--- src/rtl/alu_issue_dec.sv ---
// alu_issue_dec: RV32I decode/issue stage feeding the ALU {a, b, op} interface.
// Decodes OP, OP-IMM and BRANCH instructions into a 5-bit ALU op and selects
// operand b (rs2 or immediate). Results go through a registered 2-entry
// skid buffer (MAIN/SKID) towards the execute stage.
//
// Optional feature: define ALU_ISSUE_UPPER_EN to decode LUI/AUIPC as ADD.
// Without it both opcodes are reported as illegal.
//
// Ports:
//   clk, rst_n        clock, asynchronous active-low reset
//   flush             synchronous kill of all buffered entries
//   in_valid/in_ready instruction handshake (in_ready registered)
//   in_instr, in_rs1_val, in_rs2_val, in_pc   raw instruction + operands
//   out_valid/out_ready   decoded entry handshake
//   out_a, out_b, out_op  ALU operation
//   out_rd, out_we        destination register and write enable
//   out_is_branch, out_br_target, out_illegal   branch info / decode error
module alu_issue_dec (
  input  logic        clk,
  input  logic        rst_n,
  input  logic        flush,
  input  logic        in_valid,
  output logic        in_ready,
  input  logic [31:0] in_instr,
  input  logic [31:0] in_rs1_val,
  input  logic [31:0] in_rs2_val,
  input  logic [31:0] in_pc,
  output logic        out_valid,
  input  logic        out_ready,
  output logic [31:0] out_a,
  output logic [31:0] out_b,
  output logic [4:0]  out_op,
  output logic [4:0]  out_rd,
  output logic        out_we,
  output logic        out_is_branch,
  output logic [31:0] out_br_target,
  output logic        out_illegal
);

  localparam int unsigned XLEN = 32;
  localparam int unsigned OPW  = 5;

  localparam logic [OPW-1:0] OP_NONE = 5'd0,  OP_ADD  = 5'd1,  OP_SUB  = 5'd2,
                             OP_AND  = 5'd3,  OP_OR   = 5'd4,  OP_XOR  = 5'd5,
                             OP_SLL  = 5'd6,  OP_SRL  = 5'd7,  OP_SRA  = 5'd8,
                             OP_SLT  = 5'd9,  OP_SLTU = 5'd10, OP_BEQ  = 5'd11,
                             OP_BNE  = 5'd12, OP_BLT  = 5'd13;

  localparam logic [6:0] OPC_OP     = 7'b0110011;
  localparam logic [6:0] OPC_OP_IMM = 7'b0010011;
  localparam logic [6:0] OPC_BRANCH = 7'b1100011;
  localparam logic [6:0] OPC_LUI    = 7'b0110111;
  localparam logic [6:0] OPC_AUIPC  = 7'b0010111;
  localparam logic [6:0] F7_BASE    = 7'b0000000;
  localparam logic [6:0] F7_ALT     = 7'b0100000;

  typedef struct packed {
    logic [XLEN-1:0] a;
    logic [XLEN-1:0] b;
    logic [OPW-1:0]  op;
    logic [4:0]      rd;
    logic            we;
    logic            is_branch;
    logic [XLEN-1:0] br_target;
    logic            illegal;
  } entry_t;

  typedef enum logic [1:0] {S_EMPTY, S_ONE, S_TWO} state_e;

  // Instruction fields and immediates
  logic [6:0]      opcode_c;
  logic [2:0]      funct3_c;
  logic [6:0]      funct7_c;
  logic [4:0]      rd_c;
  logic [XLEN-1:0] imm_i_c, imm_b_c, shamt_c;
  logic            unused_ok_c;

  assign opcode_c    = in_instr[6:0];
  assign funct3_c    = in_instr[14:12];
  assign funct7_c    = in_instr[31:25];
  assign rd_c        = in_instr[11:7];
  assign imm_i_c     = {{20{in_instr[31]}}, in_instr[31:20]};
  assign imm_b_c     = {{19{in_instr[31]}}, in_instr[31], in_instr[7],
                        in_instr[30:25], in_instr[11:8], 1'b0};
  assign shamt_c     = {27'b0, in_instr[24:20]};
  // rs1 index is resolved by the register file, not here
  assign unused_ok_c = ^in_instr[19:15];

  // funct3 -> ALU op shared by OP and OP-IMM
  logic [OPW-1:0] f3_op_c;
  always_comb begin
    f3_op_c = OP_NONE;
    case (funct3_c)
      3'b000:  f3_op_c = OP_ADD;
      3'b001:  f3_op_c = OP_SLL;
      3'b010:  f3_op_c = OP_SLT;
      3'b011:  f3_op_c = OP_SLTU;
      3'b100:  f3_op_c = OP_XOR;
      3'b101:  f3_op_c = OP_SRL;
      3'b110:  f3_op_c = OP_OR;
      default: f3_op_c = OP_AND;
    endcase
  end

  // Instruction decode into a buffer entry
  logic [OPW-1:0]  dec_op_c;
  logic [XLEN-1:0] dec_a_c, dec_b_c;
  logic            dec_wr_cls_c, dec_br_c, dec_legal_c;
  entry_t          dec_c;

  always_comb begin
    dec_op_c     = OP_NONE;
    dec_a_c      = in_rs1_val;
    dec_b_c      = in_rs2_val;
    dec_wr_cls_c = 1'b0;
    dec_br_c     = 1'b0;
    case (opcode_c)
      OPC_OP: begin
        if (funct7_c == F7_BASE)                             dec_op_c = f3_op_c;
        else if (funct7_c == F7_ALT && funct3_c == 3'b000)   dec_op_c = OP_SUB;
        else if (funct7_c == F7_ALT && funct3_c == 3'b101)   dec_op_c = OP_SRA;
        dec_wr_cls_c = 1'b1;
      end
      OPC_OP_IMM: begin
        if (funct3_c == 3'b001) begin
          if (funct7_c == F7_BASE) dec_op_c = OP_SLL;
          dec_b_c = shamt_c;
        end else if (funct3_c == 3'b101) begin
          if (funct7_c == F7_BASE)     dec_op_c = OP_SRL;
          else if (funct7_c == F7_ALT) dec_op_c = OP_SRA;
          dec_b_c = shamt_c;
        end else begin
          dec_op_c = f3_op_c;
          dec_b_c  = imm_i_c;
        end
        dec_wr_cls_c = 1'b1;
      end
      OPC_BRANCH: begin
        case (funct3_c)
          3'b000:  dec_op_c = OP_BEQ;
          3'b001:  dec_op_c = OP_BNE;
          3'b100:  dec_op_c = OP_BLT;
          default: dec_op_c = OP_NONE;
        endcase
        dec_br_c = 1'b1;
      end
`ifdef ALU_ISSUE_UPPER_EN
      OPC_LUI: begin
        dec_op_c     = OP_ADD;
        dec_a_c      = '0;
        dec_b_c      = {in_instr[31:12], 12'b0};
        dec_wr_cls_c = 1'b1;
      end
      OPC_AUIPC: begin
        dec_op_c     = OP_ADD;
        dec_a_c      = in_pc;
        dec_b_c      = {in_instr[31:12], 12'b0};
        dec_wr_cls_c = 1'b1;
      end
`endif
      default: dec_op_c = OP_NONE;
    endcase

    // Every legal encoding yields a nonzero op; illegal ones fall back to raw operands
    dec_legal_c = (dec_op_c != OP_NONE);
    if (!dec_legal_c) begin
      dec_a_c      = in_rs1_val;
      dec_b_c      = in_rs2_val;
      dec_wr_cls_c = 1'b0;
      dec_br_c     = 1'b0;
    end

    dec_c.a         = dec_a_c;
    dec_c.b         = dec_b_c;
    dec_c.op        = dec_op_c;
    dec_c.rd        = rd_c;
    dec_c.we        = dec_wr_cls_c & (rd_c != 5'd0);
    dec_c.is_branch = dec_br_c;
    dec_c.br_target = dec_legal_c ? XLEN'(in_pc + imm_b_c) : '0;
    dec_c.illegal   = !dec_legal_c;
  end

  // Skid buffer control
  state_e state_q, state_d;
  entry_t main_q, main_d, skid_q, skid_d;
  logic   in_ready_q, in_ready_d, out_valid_q, out_valid_d;
  logic   acc_c, pop_c;

  assign acc_c = in_valid & in_ready_q;
  assign pop_c = out_valid_q & out_ready;

  always_comb begin
    state_d = state_q;
    main_d  = main_q;
    skid_d  = skid_q;
    case (state_q)
      S_EMPTY: begin
        if (acc_c) begin
          main_d  = dec_c;
          state_d = S_ONE;
        end
      end
      S_ONE: begin
        if (acc_c && !pop_c) begin
          skid_d  = dec_c;
          state_d = S_TWO;
        end else if (acc_c && pop_c) begin
          main_d  = dec_c;
        end else if (pop_c) begin
          state_d = S_EMPTY;
        end
      end
      S_TWO: begin
        if (pop_c) begin
          main_d  = skid_q;
          state_d = S_ONE;
        end
      end
      default: state_d = S_EMPTY;
    endcase
    if (flush) state_d = S_EMPTY;
    in_ready_d  = (state_d != S_TWO);
    out_valid_d = (state_d != S_EMPTY);
  end

  always_ff @(posedge clk or negedge rst_n) begin
    if (!rst_n) begin
      state_q     <= S_EMPTY;
      main_q      <= '0;
      skid_q      <= '0;
      in_ready_q  <= 1'b1;
      out_valid_q <= 1'b0;
    end else begin
      state_q     <= state_d;
      main_q      <= main_d;
      skid_q      <= skid_d;
      in_ready_q  <= in_ready_d;
      out_valid_q <= out_valid_d;
    end
  end

  assign in_ready      = in_ready_q;
  assign out_valid     = out_valid_q;
  assign out_a         = main_q.a;
  assign out_b         = main_q.b;
  assign out_op        = main_q.op;
  assign out_rd        = main_q.rd;
  assign out_we        = main_q.we;
  assign out_is_branch = main_q.is_branch;
  assign out_br_target = main_q.br_target;
  assign out_illegal   = main_q.illegal;

endmodule
--- config.mk ---
export PLATFORM = sky130hd
export DESIGN_NAME = alu_issue_dec
export DESIGN_NICKNAME = d
export VERILOG_FILES = /design/src/rtl/alu_issue_dec.sv
export SDC_FILE = /design/constraint.sdc
export NUM_CORES = 1
export LEC_CHECK = 0
export CAP_MARGIN = 20
export CORE_UTILIZATION = 45
export DETAILED_ROUTE_END_ITERATION = 10
export PLACE_DENSITY = 0.69
export SYNTH_ARGS = -nofsm -noshare
export SYNTH_HDL_FRONTEND = slang
export SYNTH_SLANG_ARGS = --single-unit
--- constraint.sdc ---
create_clock -name clk -period 2.4 [get_ports clk]
set_input_delay 0.48 -clock clk [delete_from_list [all_inputs] [get_ports clk]]
set_output_delay 0.48 -clock clk [all_outputs]
set_load 0.05 [all_outputs]
==> qor.yml, run 1 <==
area_growth_pct: 47.4
dr.first_iter.drc_count: 841
core.rowCount: 57
die_area_um2: 25900
synth_edf_count: 0
remaining_drc_errors: 0
final_nets: 1782
powerDensity_nw_per_um2: 895
yosys_warnings: 0
rsz0062_at_grt: "yes"
fin_skew_ns: 0.0149
final_util_pct: 68.3
grt_overflow: 0
outcome: "complete, no violations"
start_util_pct: 46.4
fin_cells: 1963
period_needed_ns: 2.38
vias: 10741
synth_area_um2: 11400
ir_drop_mv: 0.498
layout_common_cells: "nand2_1 (237), dfrtp_1 (219), clkdlybuf4s50_1 (205)"
drt_first_pass_iters: 5
p_leak_nw: 7.26
min_path_type: "input port to flop"
cts.reportedPaths.clkPinSlew_ns: 0.06
hpwl_mm: 23.3
finalCritPeriodShare_pct: 99.1
grt_use_total_pct: 25.8
cap_violations: 0
drv_slew: 0
grt_pass1_vias: 10358
synthTopCellsByArea: "dfrtp_1 (48%), nand2_1 (8.0%), o21ai_0 (4.7%)"
synth-seq-cells: 220
clockRootBuffer: "clkbuf_16"
cts_tree: "built"
grt_pass1_wl_mm: 54.0
crit_path_max_incr_delay_ns: 0.45
routed_wl_mm: 34.2
antenna_found_initial: 2
die_y_um: 161
viasPerCell: 5.47
required_ns: 2.84
start_kind: "input port"
layout-drive-gt1-share_pct: 20.5
final_hold_viol_count: 0
synth_top_area_share_pct: 48.2
endpoint_kind: "flop"
synth.avg_cell_area_um2: 8.96
synthDistinctLibCells: 64
mostFrequentLayoutCell: "nand2_1"
cp.arrival_ns: 2.82
place_inst: 1886
crit_slowest_cell: "clkdlybuf4s50_1"
path_class: "input port to flop"
async_flop_share_pct: 100
yosys_most_used_dff: "dfrtp_1"
place_congestion: 0.869
design_area_um2: 16800
cp_top_family: "simple AND/OR/NAND/NOR gates"
cts_buffer_depth: 3
insertion_delay_ns: 0.52
die_x_um: 161
path_buf_inv: 3
tightestPinTransition_ns: 0.603
crit_fanout: 10
io_pins: 244
setup_violations: 0
ant_nets: 0
placed_area_um2: 15200
ys_seq_area_share_pct: 48.4
relSlewSlack_pct: 59.7
synth_cells: 1269
cts_buffers: 25
cts-htree-levels: 1
crit_path_cell_trace: "clkdlybuf4s50_1, and4bb_4, nand3_2, nor4_2, a31oi_2, and4_4, nor3_4, buf_4, clkbuf_16, a211oi_1, o21ai_1"
design.core.area_um2: 24500
synthesis.nets: 1433
worst_hold_slack_ns: 0.375
io_buffers: 237
clock.fmax_mhz: 420
cts_sinks: 220
netlist.top_cell.by_area: "dfrtp_1"
wl_per_cell_um: 17.4
grt_max_degree: 96
==> cell families (layout without fill, tap and decap cells) <==
kind of cell / count (synthesis) / count (layout) / synth area share [%]
muxes: 42 / 42 / 4.14
and+or+nand+nor: 438 / 439 / 16.8
adders and majority gates: 31 / 31 / 3.48
xor gates and xnor gates: 23 / 23 / 1.77
DFF: 220 / 220 / 48.4
other: 1 / 3 / 0.0330
AOI/OAI and AO/OA: 410 / 410 / 21.6
buffers and inverters: 104 / 471 / 3.76
==> repair_timing <==
item,CTS,global route
endpoints found under the hold margin,60,0
pin swaps,26,36
gates resized for setup,57,69
hold buffers,1,0
endpoints found under the setup margin,130,126
buffers inserted,12,12
cloned,3,2
==> through the flow <==
stage | power, mW | worst slack, ns | TNS [ns]
finish | 15.0 | 0.0218 | 0
global route | 15.7 | -0.0591 | -1.38
CTS | 15.0 | 0.00554 | 0
detailed placement | 11.0 | -0.872 | -94.53
global placement | 10.9 | -0.805 | -86.17
floorplan | 8.78 | -0.0184 | -0.0184
==> path summary, 6_finish.rpt <==
check / start / to / slack (ns) / cells after the start
worst max-delay path: in_instr[1] / out_b[23] / 0.02 / 11
worst min register to register: skid_q[51] / skid_q[51] / 0.47 / 1
worst min-delay path: in_instr[8] / skid_q[36] / 0.37 / 3
min in group asynchronous: rst_n / out_br_target[31] / 0.49 / 2
worst max register to register: in_ready / out_b[8] / 0.57 / 8
max in group asynchronous: rst_n / out_br_target[6] / 1.13 / 3
==> Yosys cell counts (13+ instances only) <==
cell	n
nand2_1	241
dfrtp_1	219
o21ai_0	107
nor2_1	91
a21oi_1	87
clkbuf_1	71
a31oi_1	67
o21ai_1	45
mux2_2	40
nand3_1	38
a21o_1	31
ha_1	30
a211oi_1	26
and3_1	17
xnor2_1	16
inv_1	13
==> tightest hold or removal path: cells and delay by family <==
family	cells	cell delay, ns
buf+inv	2	0.23
mux	1	0.14
==> power by group <==
group | leakage (nW) | internal (mW) | switching, mW | total [mW]
combinational | 4.13 | 2.24 | 3.47 | 5.71
sequential | 2.72 | 4.77 | 0.589 | 5.36
clock | 0.410 | 2.41 | 1.52 | 3.93
==> layout make-up <==
class | instances | area, µm²
antenna | 2 | 5.00
clock buffer | 39 | 728
clock inverter | 7 | 120
fill | 1912 | 7770
inverter | 13 | 48.8
multi-input combinational | 946 | 6020
sequential | 220 | 5510
tap | 324 | 405
timing repair buffer | 412 | 3920
==> layer usage <==
| metal | wire length, µm | part of all wire [%] | track usage, % | vias up |
|---|---|---|---|---|
| met5 | 0 | 0 | 0 | - |
| met4 | 907 | 2.6 | 8.66 | 0 |
| met3 | 1500 | 4.4 | 3.08 | 53 |
| met2 | 16700 | 49 | 43.3 | 272 |
| met1 | 15200 | 44 | 34.8 | 5204 |
| li1 | - | - | - | 5212 |
==> registers in the layout, summed over array words and instances, names as in the netlist <==
name and flops:
out_valid 1, out_b 32, out_op 4, out_we 1
in_ready 1, out_br_target 32, state_q 2, out_illegal 1
out_a 32, out_rd 5, skid_q 108, out_is_branch 1
Power figures use the tool's default switching activity.
==> run 2: changes to the inputs <==
--- a/config.mk
+++ b/config.mk
@@ -9,6 +9,7 @@
 export CORE_UTILIZATION = 45
 export DETAILED_ROUTE_END_ITERATION = 10
 export PLACE_DENSITY = 0.69
+export REMOVE_ABC_BUFFERS = 1
 export SYNTH_ARGS = -nofsm -noshare
 export SYNTH_HDL_FRONTEND = slang
 export SYNTH_SLANG_ARGS = --single-unit
==> constraint.sdc (replaced) <==
create_clock -name clk -period 2.4 [get_ports clk]
set_input_delay 0.24 -clock clk [delete_from_list [all_inputs] [get_ports clk]]
set_output_delay 0.24 -clock clk [all_outputs]
set_load 0.05 [all_outputs]
==> run 2 against run 1 <==
Effect of this change:
- clock-buffer cell count fell by 2
- global-route usage fell by 0.11 points
- routed wire length barely moved
- cell count fell by 0.87%
- first-iteration DRC count fell by 4.4%
- non-clock buffer count fell by 15
- power fell by 0.83%
- worst hold slack got worse by 0.19 ns
- register-to-register slack got worse by 0.18 ns
- die area did not move
- critical path depth did not move
- maximum frequency rose by 2.7%
==> qor.yml, run 2 (synthesized netlist as in run 1, its figures left out) <==
period_needed_ns: 2.32
start_util_pct: 46.4
grt_pass1_wl_mm: 53.9
place_congestion: 0.860
cp.arrival_ns: 2.73
viasPerCell: 5.52
finalCritPeriodShare_pct: 96.5
largest_reg_flops: 108
clockRootBuffer: "clkbuf_16"
crit_fanout: 4
remaining_drc_errors: 0
layout_common_cells: "nand2_1 (239), clkdlybuf4s50_1 (230), dfrtp_1 (219)"
cts-htree-levels: 1
tightestPinTransition_ns: 0.579
required_ns: 2.82
p_leak_nw: 7.16
reg2reg_depth: 7
multi_input_area_um2: 5730
grt_use_total_pct: 25.7
ant_nets: 0
reg2reg_from: "out_valid"
cts_buffer_depth: 3
min_path_type: "input port to flop"
grt_pass1_vias: 10357
setup_violations: 0
relSlewSlack_pct: 61.3
io_pins: 244
cts.reportedPaths.clkPinSlew_ns: 0.05
ir_drop_mv: 0.764
cap_violations: 0
hp-start: "in_instr[8]"
drt_first_pass_iters: 4
die_y_um: 161
endpoint_kind: "flop"
start_kind: "input port"
vias: 10743
cts_sinks: 220
wl_per_cell_um: 17.6
antenna_found_initial: 2
fin_skew_ns: 0.0135
placed_area_um2: 15200
insertion_delay_ns: 0.53
final_nets: 1767
grt_overflow: 0
cts_buffers: 26
design_area_um2: 16400
grt_max_degree: 75
area_growth_pct: 44.4
hpwl_mm: 23.3
dr.first_iter.drc_count: 804
final_hold_viol_count: 0
min_path_cells: 3
cts_tree: "built"
drv_slew: 0
worst_hold_slack_ns: 0.182
die_area_um2: 25900
seq_area_um2: 5510
powerDensity_nw_per_um2: 906
design.core.area_um2: 24500
core.rowCount: 57
die_x_um: 161
setup_tns_ns: 0
outcome: "complete, no violations"
crit_start: "in_instr[25]"
top_register: "skid_q"
layout-drive-gt1-share_pct: 18.1
clock.fmax_mhz: 432
path_class: "input port to flop"
mostFrequentLayoutCell: "nand2_1"
routed_wl_mm: 34.2
fillers: 1954
io_buffers: 237
==> run 2: cell types whose count changed in the layout (fill, tap and decap cells not counted), moves of 3 or more <==
cell / change
a211oi_1: -9
ha_1: +15
o21ai_0: +5
o21ai_1: -3
dlygate4sd2_1: -21
buf_12: +4
ha_4: -14
clkbuf_2: -4
clkdlybuf4s50_1: +25
a211oi_2: +9
clkbuf_8: -3
buf_4: -17
==> run 2: metrics by stage <==
stage          setup WS [ns]  power [mW]  std cells  utilization [%]
2_1_floorplan          -2.93        8.77       1178                -
3_3_place_gp          -0.638        10.8       1890             61.8
3_5_place_dp          -0.669        11.0       1890             61.8
4_1_cts              -0.0188        14.9       1936             65.7
5_1_grt              -0.0199        15.6       1946             66.9
6_report              0.0839        14.9       1946             66.9
==> run 2: path summary, 6_finish.rpt <==
| check | end | slack [ns] |
|---|---|---|
| worst max-delay path | out_br_target[28] | 0.08 |
| worst min-delay path | skid_q[36] | 0.18 |
| worst max register to register | out_br_target[10] | 0.39 |
| worst min register to register | skid_q[22] | 0.47 |
| max in group asynchronous | out_br_target[23] | 1.42 |
| min in group asynchronous | skid_q[74] | 0.23 |
==> run 2: cell type report <==
type / count / share of cell area, %
multi-input cells: 945 / 34.9
flip-flops and latches: 220 / 33.5
repair buffers: 397 / 23.7
clock buffers: 37 / 4.47
well taps: 324 / 2.47
clock inverters: 8 / 0.594
inverters: 13 / 0.297
diodes: 2 / 0.0305
==> run 2: layer usage <==
metal	vias up	wire [µm]	GRT usage [%]
met3	45	2040	3.78
met1	5166	15400	36.9
met5	-	0	0
met4	0	595	5.87
li1	5186	-	-
met2	346	16200	41.3
==> run 2: timing repair <==
| item | CTS | global route |
|---|---|---|
| buffers inserted | 0 | 5 |
| hold buffers | 1 | 0 |
| setup endpoints to repair | 48 | 121 |
| gates cloned | 0 | 3 |
| pin swaps | 6 | 20 |
| endpoints found under the hold margin | 48 | 0 |
| gates resized for setup | 17 | 48 |
==> run 2: power by group <==
part	switching, mW	internal (mW)
Combinational	3.44	2.20
Clock	1.55	2.33
Sequential	0.585	4.78
Total	5.58	9.30
==> run 2: critical path: stages <==
cell and delay [ns]:
clkdlybuf4s50_1 0.50, ha_1 0.38, o21a_1 0.24, and3_1 0.22, a22oi_2 0.25, o21ai_2 0.11
a31oi_1 0.18, buf_4 0.16, and3_1 0.16, o21ai_1 0.08, o21ai_0 0.21
